## src/rtl/stack_pkg.sv

```systemverilog
// Shared types for the stack arbiter: stack command encoding, controller states, op codes.
package stack_pkg;

    typedef enum logic [1:0] {
        NOP  = 2'b00,
        PUSH = 2'b01,
        POP  = 2'b10
    } t_stack_cmd;

    typedef enum logic [1:0] {
        ST_IDLE,
        ST_ISSUE,
        ST_WAIT,
        ST_DONE
    } t_ctrl_state;

    localparam logic OP_PUSH = 1'b0;
    localparam logic OP_POP  = 1'b1;

    // Index width for a requester count, never narrower than one bit.
    function automatic int unsigned idx_bits(input int unsigned n);
        return (n > 1) ? $clog2(n) : 1;
    endfunction

endpackage

```

## src/rtl/rr_arbiter.sv

```systemverilog
// Round-robin grant: lowest requesting index at or above ptr, else wrap to the lowest overall.
module rr_arbiter
    import stack_pkg::*;
#(
    parameter int unsigned NUM_REQ = 2,
    parameter int unsigned IDX_W   = idx_bits(NUM_REQ)
) (
    input  logic [NUM_REQ-1:0] req,
    input  logic [IDX_W-1:0]   ptr,
    output logic [NUM_REQ-1:0] grant,
    output logic [IDX_W-1:0]   idx
);

    logic found;

    always_comb begin
        grant = '0;
        idx   = '0;
        found = 1'b0;
        for (int i = 0; i < NUM_REQ; i++) begin
            if (!found && req[i] && (IDX_W'(i) >= ptr)) begin
                grant[i] = 1'b1;
                idx      = IDX_W'(i);
                found    = 1'b1;
            end
        end
        for (int i = 0; i < NUM_REQ; i++) begin
            if (!found && req[i]) begin
                grant[i] = 1'b1;
                idx      = IDX_W'(i);
                found    = 1'b1;
            end
        end
    end

endmodule

```

## src/rtl/stack_arbiter.sv

```systemverilog
// Arbitrates push/pop requests from several requesters onto one external stack,
// one command per grant, with occupancy tracking and early rejection of over/underflow.
module stack_arbiter
    import stack_pkg::*;
#(
    parameter int unsigned ADDR_BITS = 3,
    parameter int unsigned WORD_BITS = 8,
    parameter int unsigned NUM_REQ   = 2
) (
    input  logic                          in_clk,
    input  logic                          in_rst,
    input  logic [NUM_REQ-1:0]            in_req,
    input  logic [NUM_REQ-1:0]            in_op,
    input  logic [NUM_REQ*WORD_BITS-1:0]  in_wdata,
    output logic [NUM_REQ-1:0]            out_ack,
    output logic                          out_err,
    output logic [WORD_BITS-1:0]          out_rdata,
    output logic [ADDR_BITS:0]            out_count,
    output logic                          out_full,
    output logic                          out_empty,
    output logic                          out_busy,
    output logic [1:0]                    out_stack_cmd,
    output logic [WORD_BITS-1:0]          out_stack_data,
    input  logic [WORD_BITS-1:0]          in_stack_top,
    input  logic                          in_stack_ready
);

    localparam int unsigned IDX_W = idx_bits(NUM_REQ);
    localparam int unsigned CNT_W = ADDR_BITS + 1;
    localparam int unsigned DEPTH = 2 ** ADDR_BITS;

    t_ctrl_state            state;
    logic [IDX_W-1:0]       ptr;
    logic [IDX_W-1:0]       gnt_idx;
    logic [NUM_REQ-1:0]     gnt_oh;
    logic                   op_q;
    logic [WORD_BITS-1:0]   rd_cap;

    logic [NUM_REQ-1:0]     arb_gnt;
    logic [IDX_W-1:0]       arb_idx;
    logic                   op_sel;
    logic [WORD_BITS-1:0]   wdata_sel;
    logic                   reject;
    logic [IDX_W-1:0]       ptr_next;

    rr_arbiter #(
        .NUM_REQ (NUM_REQ),
        .IDX_W   (IDX_W)
    ) u_rr_arbiter (
        .req   (in_req),
        .ptr   (ptr),
        .grant (arb_gnt),
        .idx   (arb_idx)
    );

    assign out_full  = (out_count == CNT_W'(DEPTH));
    assign out_empty = (out_count == '0);

    // Op and data of the requester the arbiter currently selects.
    always_comb begin
        op_sel    = OP_PUSH;
        wdata_sel = '0;
        for (int i = 0; i < NUM_REQ; i++) begin
            if (arb_idx == IDX_W'(i)) begin
                op_sel    = in_op[i];
                wdata_sel = in_wdata[i*WORD_BITS +: WORD_BITS];
            end
        end
    end

    assign reject   = ((op_sel == OP_PUSH) && out_full) || ((op_sel == OP_POP) && out_empty);
    assign ptr_next = (gnt_idx == IDX_W'(NUM_REQ - 1)) ? '0 : gnt_idx + IDX_W'(1);

    always_ff @(posedge in_clk) begin
        if (in_rst) begin
            state          <= ST_IDLE;
            ptr            <= '0;
            gnt_idx        <= '0;
            gnt_oh         <= '0;
            op_q           <= OP_PUSH;
            rd_cap         <= '0;
            out_ack        <= '0;
            out_err        <= 1'b0;
            out_rdata      <= '0;
            out_count      <= '0;
            out_busy       <= 1'b0;
            out_stack_cmd  <= NOP;
            out_stack_data <= '0;
        end else begin
            out_ack       <= '0;
            out_err       <= 1'b0;
            out_stack_cmd <= NOP;
            case (state)
                ST_IDLE: begin
                    if (in_stack_ready && (|in_req)) begin
                        gnt_idx  <= arb_idx;
                        gnt_oh   <= arb_gnt;
                        op_q     <= op_sel;
                        out_busy <= 1'b1;
                        if (reject) begin
                            out_ack <= arb_gnt;
                            out_err <= 1'b1;
                            state   <= ST_DONE;
                        end else begin
                            out_stack_cmd  <= (op_sel == OP_POP) ? POP : PUSH;
                            out_stack_data <= wdata_sel;
                            state          <= ST_ISSUE;
                        end
                    end
                end
                ST_ISSUE: begin
                    // Top of stack is still the word being popped during the issue cycle.
                    if (op_q == OP_POP) begin
                        rd_cap <= in_stack_top;
                    end
                    state <= ST_WAIT;
                end
                ST_WAIT: begin
                    if (in_stack_ready) begin
                        if (op_q == OP_PUSH) begin
                            if (out_count != CNT_W'(DEPTH)) begin
                                out_count <= out_count + CNT_W'(1);
                            end
                        end else begin
                            if (out_count != '0) begin
                                out_count <= out_count - CNT_W'(1);
                            end
                            out_rdata <= rd_cap;
                        end
                        out_ack <= gnt_oh;
                        state   <= ST_DONE;
                    end
                end
                ST_DONE: begin
                    ptr      <= ptr_next;
                    out_busy <= 1'b0;
                    state    <= ST_IDLE;
                end
                default: begin
                    state <= ST_IDLE;
                end
            endcase
        end
    end

endmodule
```

## config.mk

```make
export PLATFORM = sky130hd
export DESIGN_NAME = stack_arbiter
export DESIGN_NICKNAME = d
export VERILOG_FILES = /design/src/rtl/stack_pkg.sv /design/src/rtl/rr_arbiter.sv /design/src/rtl/stack_arbiter.sv
export SDC_FILE = /design/constraint.sdc
export NUM_CORES = 1
export LEC_CHECK = 0
export BUFFER_PORTS_ARGS = -buffer_cell sky130_fd_sc_hd__clkbuf_2
export CORE_UTILIZATION = 30
export DETAILED_ROUTE_END_ITERATION = 12
export GPL_ROUTABILITY_DRIVEN = 0
export GPL_TIMING_DRIVEN = 0
export HOLD_SLACK_MARGIN = 0.08
export PLACE_DENSITY = 0.63
export RECOVER_POWER = 100
export SYNTH_ARGS = -nofsm -noshare
export SYNTH_HDL_FRONTEND = slang
export SYNTH_SLANG_ARGS = --single-unit
export TNS_END_PERCENT = 30
```

## constraint.sdc

```tcl
create_clock -name in_clk -period 2.3 [get_ports in_clk]
set_input_delay 0.46 -clock in_clk [delete_from_list [all_inputs] [get_ports in_clk]]
set_output_delay 0.46 -clock in_clk [all_outputs]
set_load 0.05 [all_outputs]
```

== Word level (Yosys, flattened, before mapping) ==
Index checks and enable logic that the tools add are counted.
Operators by class
  add/subtract/negate cells: 3
  $lt $le $gt $ge: 2
  equality and inequality tests: 8
  muxes and demuxes: 26
  bitwise logic cells: 4
  reductions and logical operators: 27
Operator list (count)
  $mux W2: 7
  $mux W1: 12
  $mux W4: 3
  $logic_and A1 B1 Y1: 8
  $mux W8: 1
  $pmux W2 S4: 1
  $reduce_and A2 Y1: 4
  $reduce_and A3 Y1: 2
  $add A4 B1 Y4 const B: 1
  $eq A2 B2 Y1 const B: 2
  $eq A4 B4 Y1 const B: 1
  $logic_not A4 Y1: 1
  $ne A2 B2 Y1 const B: 2
  $ne A4 B4 Y1 const B: 1
  $not A1 Y1: 4
  $pmux W2 S2: 1
  $reduce_and A4 Y1: 1
  $reduce_bool A2 Y1: 2
  $reduce_bool A4 Y1: 1
  $reduce_or A4 Y1: 1
  $sub A4 B1 Y4 const B: 1
  $logic_not A1 Y1: 3
  $reduce_or A3 Y1: 1
  $eq A2 B1 Y1 const B: 1
  other kinds (7): 8
Storage, ports and cells
  bits in registers: 41
  input bits: 31
  output and inout port bits: 28
  word-level logic and storage cells: 83

== Logic depth before layout (Yosys ltp) ==
  depth after elaboration: 20
  depth in mapped cells: 7
  depth with buffers taken out: 7

== Hierarchy ==
Synthesis repeated with hierarchy kept, for this count alone.
Second synthesis, totals
  cell total of the unflattened synthesis: 199
  area total of the unflattened synthesis: 1913.1 um^2
By module, submodules not included
  stack_arbiter: instances 1, cells an instance 195, area an instance 1886.8 um^2, seq. area each 820.8 um^2
  rr_arbiter: instances 1, cells an instance 4, area an instance 26.3 um^2, seq. area each 0.0 um^2

== Least setup slack after synthesis ==
OpenSTA, ideal clock, no wires.
  kind: reg2out
  from: reg out_count[3]
  to: out out_empty
  arrival: 2.352 ns
  data required time: 1.840 ns
  setup slack: -0.512 ns
  stages on the path, launching flop included: 3
  path buffers: 1
  path through: dfxtp_1 > buf_2 > nor4_1
On the way
  cells in the longest elaborated chain, start to end: 1
Ends and longest elaborated chain
  start, declared: line stack_arbiter.sv:18  | output logic [ADDR_BITS:0] out_count,
  start signal, assigned: line stack_arbiter.sv:122  | out_count <= out_count + CNT_W'(1);
  start signal, assigned: line stack_arbiter.sv:126  | out_count <= out_count - CNT_W'(1);
  $logic_not A4 Y1: line stack_arbiter.sv:57  | assign out_empty = (out_count == '0);
  end, declared: line stack_arbiter.sv:20  | output logic out_empty,
No other way between the ends.

== Worst setup path after layout ==
Same ends and word-level chain as after synthesis.

==> summary.txt <==
Clock tree
  • CTS max path bufs: 2
  • Clk slew on worst S/H paths: 90 ps
  • Post-CTS Hold Buffers: 0
  • Clk root buf: clkbuf_8
  • Post-CTS resize count: 0
  • Sink Count: 41
  • CTS tree: yes
  • Worst skew pair latency: 300 ps
  • Postcts setup bufs: 0
  • CTS Buf Count: 5
  • H-tree Lvls: 2

Global route
  • Largest net degree at the start of global routing: 14
  • Met2 usage: 22.7%
  • First-pass GRT wire length: 7850 um
  • Antenna violations before repair: 0
  • GRT Total Usage: 14.0%
  • GR met1 Demand/Resource: 16.7%
  • GRT Max-Usage Layer: met2
  • Vias in the first global route: 1737
  • GRT overflow: 0
  • GRT met3 Usage: 5.17%

Logic synthesis
  • FFs w/ async S/R, synth: 0%
  • Syn_area_per_cell: 9.00 sq um
  • Synth Cell Area: 1990 sq um
  • Register area share after synthesis: 41.3%
  • EDFF count, synth: 0
  • Yosys top cell by area: dfxtp_1
  • Area contributors post-synth: dfxtp_1, a21oi_1, a311oi_2
  • Yosys reg bits: 41
  • Post-synthesis cell type count: 41
  • Top-count cell post-synth: dfxtp_1
  • Synth warn: 0
  • Post-synth net total: 259
  • Mapped Cells: 221
  • Synth top area share: 41.3%
  • Post-synth top cells: dfxtp_1, nand2_1, a21oi_1
  • Commonest register cell after synthesis: dfxtp_1

Floorplanning
  • Die height: 83.4 um
  • Starting Density: 31.1%
  • IO Count: 59
  • DIE WIDTH: 83.4 um
  • Row cnt: 29
  • Core ar.: 6390 sq um
  • Die area: 6960 sq um

Setup path
  • Crit path max-delay cell type: nor4_2
  • Critical path data required time: 1840 ps
  • Crit start category: register
  • Critical Path AT: 1590 ps
  • Family with the most delay on the worst path: buffers and inverters
  • Cell-by-cell listing of the critical path: clkbuf_1 > nor4_2 > clkbuf_2
  • Kind of critical path: register to output pin
  • Crit-path max FO: 10
  • Crit-path max cell delay: 390 ps
  • CP Buf/Inv Count: 2
  • Worst Setup End Kind: output pin

Route
  • 1st-pass router iterations: 4
  • Drt via density: 4.87
  • Drc violations: 0
  • Routed Antenna Nets: 0
  • WL/cell: 12.8 um
  • Via count: 1769
  • Total length of routed wires: 4630 um
  • DRT iter0 DRCs: 57

Timing
  • Setup skew after layout: 7.36 ps
  • Hold Fails Final Rpt: 0
  • Tcrit/Tclk final: 88.9%
  • Slew Limit Fails: 0
  • FMAX: 489 MHz
  • Slew @ Worst Pin: 637 ps
  • Final TNS setup: 0 ps
  • # setup viols final: 0
  • RSZ-0062 raised after global routing: no
  • Crit path time final: 2050 ps
  • Slew margin rel.: 57.7%

Cells and area
  • Synth-to-Final Area Change: 23.7%
  • N_diodes: 0
  • Share of layout cells above drive strength 1: 21.7%
  • Cell Count, Final, Fillers Out: 363
  • # nets final: 323

Flow run
  • Max Cap Viol: 0

Placement
  • DP Wirelength: 3360 um
  • Placed cells: 355
  • Quantity of I/O buffers inserted on ports: 57

Power and ir drop
  • Lkg Pwr: 1.01 nW
  • Max VDD drop: 0.000369 V
  • Pwr Density: 887 nW/um^2

Min path
  • Hold Crit Class: primary input to register

Run status
  • Outcome: completed
-- state kept, by name (all words and copies together) (netlist names), 2 cells and up --
signal	cells
out_rdata	8
out_stack_data	8
rd_cap	8
out_count	4
gnt_oh	2
out_ack	2
out_stack_cmd	2
state	2
-- power by group --
| group | switching [mW] | leakage (nW) | internal [mW] |
|---|---|---|---|
| combinational | 0.443 | 0.608 | 0.217 |
| sequential | 0.0524 | 0.333 | 0.772 |
| clock | 0.264 | 0.0681 | 0.431 |
| total | 0.759 | 1.01 | 1.42 |
-- area by class of cell --
type / count / area, sq um
Timing Repair Buffer: 57 / 253
Tap cell: 77 / 96.3
Fill cell: 679 / 3930
Clock buffer: 5 / 68.8
Clock inverter: 3 / 65.1
Sequential cell: 41 / 821
Multi-Input combinational cell: 158 / 1020
Inverter: 8 / 30.0
Buffer: 14 / 103
-- per-stage QoR --
| step | util, % | hold slack (ps) | total power [mW] | setup WS, ps | cell area, sq um |
|---|---|---|---|---|---|
| global placement | 37.2 | 442 | 1.51 | 417 | 2380 |
| floorplan | - | 436 | 1.36 | 95.8 | 1990 |
| detailed placement | 37.2 | 446 | 1.52 | 387 | 2380 |
| CTS | 39.3 | 389 | 2.21 | 312 | 2510 |
| finish | 38.5 | 396 | 2.18 | 255 | 2460 |
| global route | 38.5 | 383 | 2.31 | 147 | 2460 |
-- metal layers --
metal | vias up | part of all wire, % | wire length [um]
met5 | - | 0 | 0
met4 | 0 | 1.7 | 81
met3 | 7 | 7.0 | 325
met2 | 55 | 46 | 2140
met1 | 812 | 45 | 2080
li1 | 895 | - | -
-- cells in the final DEF (no fill, tap or decap), types with 6 or more instances in the layout --
cell type / synthesis / final
a21oi_1: 26 / 26
a311oi_2: 8 / 8
clkbuf_1: 5 / 33
clkbuf_2: 0 / 31
clkbuf_8: 2 / 6
dfxtp_1: 41 / 41
ha_1: 6 / 6
inv_1: 8 / 8
mux2i_1: 10 / 10
nand2_1: 27 / 27
nand3_1: 21 / 21
nor2_1: 18 / 18
-- cell families after synthesis --
kind of cell / count (synthesis) / synth area share [%]
and+or+nand+nor: 87 / 21.1
DFF: 41 / 41.3
adders and majority gates: 7 / 4.78
muxes: 11 / 5.60
xor gates and xnor gates: 3 / 1.32
buffers and inverters: 22 / 7.24
AOI/OAI and AO/OA: 50 / 18.6
-- worst paths after layout --
kind	to	cells after the start	from	slack, ps
worst max-delay path	out_empty	3	out_count[3]	250
worst min-delay path	rd_cap[0]	3	in_stack_top[0]	400
worst max register to register	out_count[3]	6	out_count[1]	360
worst min register to register	rd_cap[0]	2	rd_cap[0]	460
-- worst reg2reg max path, stage by stage, from the launching register on --
cell,delay [ps]
dfxtp_1,490
ha_1,290
a21o_1,180
a21oi_1,240
mux2_2,370
a22oi_1,140
a21oi_1,90
Note: power is estimated with default switching activity, not from simulation.
